### src/rtl/ppu_sched.sv
// ppu_sched: runs commands of accumulator vectors through the requant PPU into a credit-guarded output FIFO
module ppu_sched #(
   parameter int ARRAY_COL   = 16,
   parameter int NUM_GRP     = 8,
   parameter int GW          = 3,
   parameter int PPU_LAT     = 1,
   parameter int OFIFO_DEPTH = 2
) (
   input  logic                     clk,
   input  logic                     rst_n,
   input  logic                     cfg_we,
   input  logic [GW-1:0]            cfg_addr,
   input  logic [28:0]              cfg_wdata,
   input  logic                     cmd_valid,
   output logic                     cmd_ready,
   input  logic [GW-1:0]            cmd_grp,
   input  logic [15:0]              cmd_len,
   input  logic                     s_valid,
   output logic                     s_ready,
   input  logic [ARRAY_COL*32-1:0]  s_data,
   output logic                     ppu_i_valid,
   output logic [ARRAY_COL*32-1:0]  ppu_i_data,
   output logic [15:0]              ppu_cfg_mult,
   output logic [4:0]               ppu_cfg_shift,
   output logic [7:0]               ppu_cfg_zp,
   input  logic                     ppu_o_valid,
   input  logic [ARRAY_COL*8-1:0]   ppu_o_data,
   output logic                     m_valid,
   input  logic                     m_ready,
   output logic [ARRAY_COL*8-1:0]   m_data,
   output logic                     m_last,
   output logic                     busy,
   output logic                     done,
   output logic                     err_ovf
);
   localparam logic [1:0] IDLE  = 2'd0;
   localparam logic [1:0] SETUP = 2'd1;
   localparam logic [1:0] RUN   = 2'd2;
   localparam logic [1:0] DRAIN = 2'd3;
   localparam int AW = OFIFO_DEPTH > 1 ? $clog2(OFIFO_DEPTH) : 1;
   localparam int CW = $clog2(OFIFO_DEPTH + 1);
   localparam int IW = $clog2(OFIFO_DEPTH + PPU_LAT + 1);

   logic [1:0]               state;
   logic [28:0]              tbl [NUM_GRP];
   logic [28:0]              shd;
   logic [15:0]              len_r, issued, received;
   logic [IW-1:0]            inflight;
   logic [CW-1:0]            count;
   logic [AW-1:0]            wr_ptr, rd_ptr;
   logic [ARRAY_COL*8-1:0]   fifo_d [OFIFO_DEPTH];
   logic                     fifo_l [OFIFO_DEPTH];
   logic                     cmd_acc, s_hs, pop, push, full;

   assign cmd_ready = state == IDLE;
   assign busy      = state != IDLE;
   assign cmd_acc   = cmd_valid & cmd_ready;
   assign s_ready   = state == RUN && int'(count) + int'(inflight) < OFIFO_DEPTH && issued < len_r;
   assign s_hs      = s_valid & s_ready;
   assign m_valid   = count != '0;
   assign m_data    = fifo_d[rd_ptr];
   assign m_last    = fifo_l[rd_ptr];
   assign pop       = m_valid & m_ready;
   assign full      = int'(count) == OFIFO_DEPTH;
   assign push      = ppu_o_valid & (!full | pop);
   assign {ppu_cfg_zp, ppu_cfg_shift, ppu_cfg_mult} = shd;

   // command sequencing and the completion pulse
   always_ff @(posedge clk or negedge rst_n)
      if (!rst_n) begin
         state <= IDLE;
         done  <= 1'b0;
      end else begin
         state <= state == IDLE  ? (cmd_acc && cmd_len != '0 ? SETUP : IDLE)
                : state == SETUP ? RUN
                : state == RUN   ? (s_hs && issued + 16'd1 == len_r ? DRAIN : RUN)
                : (pop && m_last ? IDLE : DRAIN);
         done  <= (cmd_acc && cmd_len == '0) || (state == DRAIN && pop && m_last);
      end

   // quant config table, writable at any time
   always_ff @(posedge clk or negedge rst_n)
      if (!rst_n)
         for (int i = 0; i < NUM_GRP; i++) tbl[i] <= 29'd1;
      else if (cfg_we)
         tbl[cfg_addr] <= cfg_wdata;

   // per-command shadow config and progress counters (shadow reads the pre-write entry)
   always_ff @(posedge clk or negedge rst_n)
      if (!rst_n) begin
         shd      <= 29'd1;
         len_r    <= '0;
         issued   <= '0;
         received <= '0;
      end else if (cmd_acc) begin
         shd      <= tbl[cmd_grp];
         len_r    <= cmd_len;
         issued   <= '0;
         received <= '0;
      end else begin
         if (s_hs) issued <= issued + 16'd1;
         if (ppu_o_valid) received <= received + 16'd1;
      end

   // registered issue into the PPU and count of results still in its pipe
   always_ff @(posedge clk or negedge rst_n)
      if (!rst_n) begin
         ppu_i_valid <= 1'b0;
         ppu_i_data  <= '0;
         inflight    <= '0;
      end else begin
         ppu_i_valid <= s_hs;
         if (s_hs) ppu_i_data <= s_data;
         inflight <= (s_hs && !ppu_o_valid) ? inflight + 1'b1
                   : (!s_hs && ppu_o_valid && inflight != '0) ? inflight - 1'b1
                   : inflight;
      end

   // output FIFO capturing PPU results; a push into a full, non-draining FIFO is dropped and flagged
   always_ff @(posedge clk or negedge rst_n)
      if (!rst_n) begin
         wr_ptr  <= '0;
         rd_ptr  <= '0;
         count   <= '0;
         err_ovf <= 1'b0;
         for (int i = 0; i < OFIFO_DEPTH; i++) begin
            fifo_d[i] <= '0;
            fifo_l[i] <= 1'b0;
         end
      end else begin
         if (push) begin
            fifo_d[wr_ptr] <= ppu_o_data;
            fifo_l[wr_ptr] <= received + 16'd1 == len_r;
            wr_ptr <= (wr_ptr == AW'(OFIFO_DEPTH - 1)) ? '0 : wr_ptr + 1'b1;
         end
         if (pop) rd_ptr <= (rd_ptr == AW'(OFIFO_DEPTH - 1)) ? '0 : rd_ptr + 1'b1;
         count   <= (push && !pop) ? count + 1'b1 : (!push && pop) ? count - 1'b1 : count;
         err_ovf <= err_ovf | (ppu_o_valid & !push);
      end
endmodule

### config.mk
export PLATFORM = sky130hd
export DESIGN_NAME = ppu_sched
export DESIGN_NICKNAME = d
export VERILOG_FILES = /design/src/rtl/ppu_sched.sv
export SDC_FILE = /design/constraint.sdc
export NUM_CORES = 2
export LEC_CHECK = 0
export ABC_CLOCK_PERIOD_IN_PS = 8000
export CORE_AREA = 2 2 534 536
export CTS_BUF_LIST = sky130_fd_sc_hd__clkbuf_16
export CTS_CLUSTER_DIAMETER = 100
export DETAILED_ROUTE_END_ITERATION = 10
export DIE_AREA = 0 0 536 538
export PLACE_DENSITY = 0.34
export SYNTH_ARGS = -nofsm -noshare
export SYNTH_HDL_FRONTEND = slang
export SYNTH_SLANG_ARGS = --single-unit
export TNS_END_PERCENT = 1
### constraint.sdc
create_clock -name clk -period 8 [get_ports clk]
set_input_delay 1.2 -clock clk [delete_from_list [all_inputs] [get_ports clk]]
set_output_delay 1.2 -clock clk [all_outputs]
set_load 0.01 [all_outputs]
==> flow_summary.ini <==
[final_layout]
multi_input_area_um2 = 17090
synthToLayoutAreaGrowth_pct = 49.81
seq_area_um2 = 27290
num-nets-final = 6346
fin_util_pct = 24.08
fin_cells = 9537
layout-drive-gt1-share_pct = 14.33
n_fill_cell = 30310

[clock_network]
cts_tree = yes
path_clk_slew_ns = 0.06
post_cts_buffers = 0
cts_max_level = 4
cts_num_sinks = 1090
root_buffer = clkbuf_16
insertion_delay_ns = 0.83
cts_buffers = 158
cts_buffer_depth = 4
cts_resized = 0
ctsHoldBuffers = 0

[floorplan]
ios = 1375
core_um2 = 283200
initial_utilization_pct = 16.07
die_x_um = 536
core.rowCount = 196
die_h_um = 538
die_area_um2 = 288400

[power]
sw_frac_of_total_pct = 36.92
p_int_mw = 16.41
seqPwrFrac_pct = 34.8
peakVddDrop_uv = 178.7
clkPwrFrac_pct = 25.1
p_comb_share_pct = 40.1
switchingPower_mw = 9.605
leakage_nw = 30.50
p_per_area_nw_per_um2 = 381.5

[synth]
avgSynthCellArea_um2 = 10.62
synth_seq_cells = 1090
synth.cell_area_um2 = 45530
synth_ff_type = dfrtp_1
ys_types = 60
ys_async_sr_fraction_pct = 100.0
synthCells = 4287
synth-seq-area-share_pct = 59.94
ys_warn_count = 0
synth_nets = 5005
synth_edf_count = 0

[route]
drtPass1Iterations = 5
vias = 36850
drt-total-wl_mm = 248.7
drt_iter0_drc = 1861
ant_nets = 0
drc = 0
vias_per_cell = 3.863
avgRoutedWirePerCell_um = 26.07

[grt]
grt_pass1_vias = 38100
antenna_found_initial = 142
grt_max_degree = 170
grt_usage_pct = 16.61
grt_overflow = 0
grt_first_pass_wirelength_mm = 334.7

[sta]
fin_setup_tns_ns = 0
fmax_mhz = 207.8
fin_crit_ns = 4.812
skew_ns = 0.06737
fin_crit_sh_pct = 60.16
hold_viol = 0
report.final.setup_viol = 0
max_slew_margin_pct = 24.61
worst_pin_slew_ns = 1.131
rsz0062_at_grt = no
drv_slew = 0

[critical_path]
worstSetupPathType = flop to output port
crit_start = rd_ptr$_DFFE_PN0P_
required_ns = 6.80
crit_path_top_delay_cell = dfrtp_4
crit_fanout = 53
cp-end-kind = output port
crit_chain = buf_4 -> mux2_2 -> clkdlybuf4s50_1
cp-start-kind = flop
r2r_start = inflight[1]$_DFFE_PN0P_
cp.arrival_ns = 3.61
max_stage_delay_ns = 1.02

[run_status]
status = completed

[placed_design]
gp_congestion = 0.8722
dpl.cell_count = 9230
port_buffers = 1374
dpl.hpwl_mm = 187.2

[flow_run]
maxCapViolations = 0

[hold_path]
hold_path.class = input port to asynchronous set/reset pin
-- area by class of cell --
type                    instances  area share [%]
flip-flops and latches       1090           40.01
multi-input cells            2929           25.05
repair buffers               1423           20.91
well taps                    3762           6.901
clock buffers                 160           5.870
clock inverters               110          0.9576
inverters                      26          0.1541
diodes                         37          0.1358
-- metrics by stage --
step           cell area, um2  hold slack [ns]  worst slack [ns]  power (mW)
6_report                68200           0.2758             3.188       26.02
5_1_grt                 68160           0.3277             2.980       27.68
4_1_cts                 68110           0.3794             2.983       26.57
3_3_place_gp            63450           0.4441             3.416       19.71
3_5_place_dp            63450           0.4526             3.406       19.74
2_1_floorplan           45530           0.4417             5.165       13.14
-- sequential cells by signal (all words and copies together) (netlist names), 2 cells and up --
register / flops
ppu_i_data: 512
fifo_d: 256
tbl: 232
shd: 29
issued: 16
len_r: 16
received: 16
count: 2
fifo_l: 2
inflight: 2
state: 2
-- power by group through the flow --
stage	logic (mW)	clock network, mW	registers (mW)
global placement	10.6	0	9.09
CTS	10.7	6.83	9.07
finish	10.4	6.54	9.04
detailed placement	10.6	0	9.12
global route	11.3	7.06	9.33
floorplan	3.92	0	9.22
-- layout by cell type, fill, tap and decap left out, types with 3 or more instances in the layout --
master / count
diode_2: 37
a21o_1: 4
buf_12: 12
clkinv_2: 10
nand2_1: 2007
o211ai_1: 5
nor2_1: 36
clkinv_1: 37
nand4b_1: 3
clkinvlp_4: 3
inv_1: 66
bufinv_16: 4
or3_1: 8
clkdlybuf4s50_1: 1370
dfstp_2: 9
inv_6: 10
mux2i_1: 42
nand3_1: 22
ha_1: 19
o31ai_1: 3
a22o_1: 5
a21oi_1: 16
nor4_1: 10
nand4_1: 12
nor3_1: 15
and2_1: 4
clkbuf_16: 160
xor2_1: 24
buf_4: 38
mux4_2: 58
nand2b_1: 4
xnor2_1: 36
mux2_2: 492
dfrtp_1: 1080
a31oi_1: 6
o21ai_0: 57
-- cell families (layout without fill, tap and decap cells) --
family | count (synthesis) | count (layout) | share of synthesized area, %
AOI/OAI and AO/OA | 114 | 114 | 1.512
xor gates and xnor gates | 60 | 60 | 1.154
adders and majority gates | 20 | 20 | 0.5661
buffers and inverters | 268 | 1719 | 2.633
DFF | 1090 | 1090 | 59.94
muxes | 593 | 593 | 15.99
other | 0 | 37 | 0
and+or+nand+nor | 2142 | 2142 | 18.21
-- final timing paths --
check	slack (ns)	depth (start not counted)	endpoint
worst max-delay path	3.19	3	m_data[64]
worst min register to register	0.46	1	err_ovf$_DFF_PN0_
max in group asynchronous	5.55	3	ppu_i_data[121]$_DFFE_PN0P_
worst min-delay path	0.28	1	fifo_d[148]$_DFFE_PN0P_
min in group clk	0.46	1	err_ovf$_DFF_PN0_
worst max register to register	3.71	12	ppu_i_data[105]$_DFFE_PN0P_
-- worst max-delay path: cells and delay by family, from the launching register on --
family	cells	cell delay (ns)
buf+inv	2	1.28
flops	1	1.02
mux	1	0.43
-- metal layers --
metal	up-vias	track usage [%]	share of wire [%]
met5	-	0	0.17
met4	64	5.094	3.0
met3	456	7.743	11
met2	1408	26.57	46
met1	18260	19.69	40
li1	16660	-	-
-- cells in the mapped netlist, types with 12 or more instances --
master	n	share of area [%]
clkbuf_1	105	0.87
o21ai_0	57	0.63
xnor2_1	36	0.69
nor3_1	17	0.19
nor2_1	37	0.31
xor2_1	24	0.46
a21oi_1	16	0.18
mux2i_1	42	0.92
nand4_1	12	0.16
inv_1	25	0.21
mux2_2	492	12
buf_2	114	1.3
ha_1	19	0.52
dfrtp_1	1081	59
nand2_1	2009	17
mux4_2	58	2.9
nand3_1	22	0.24
(Power assumes the default switching activity.)
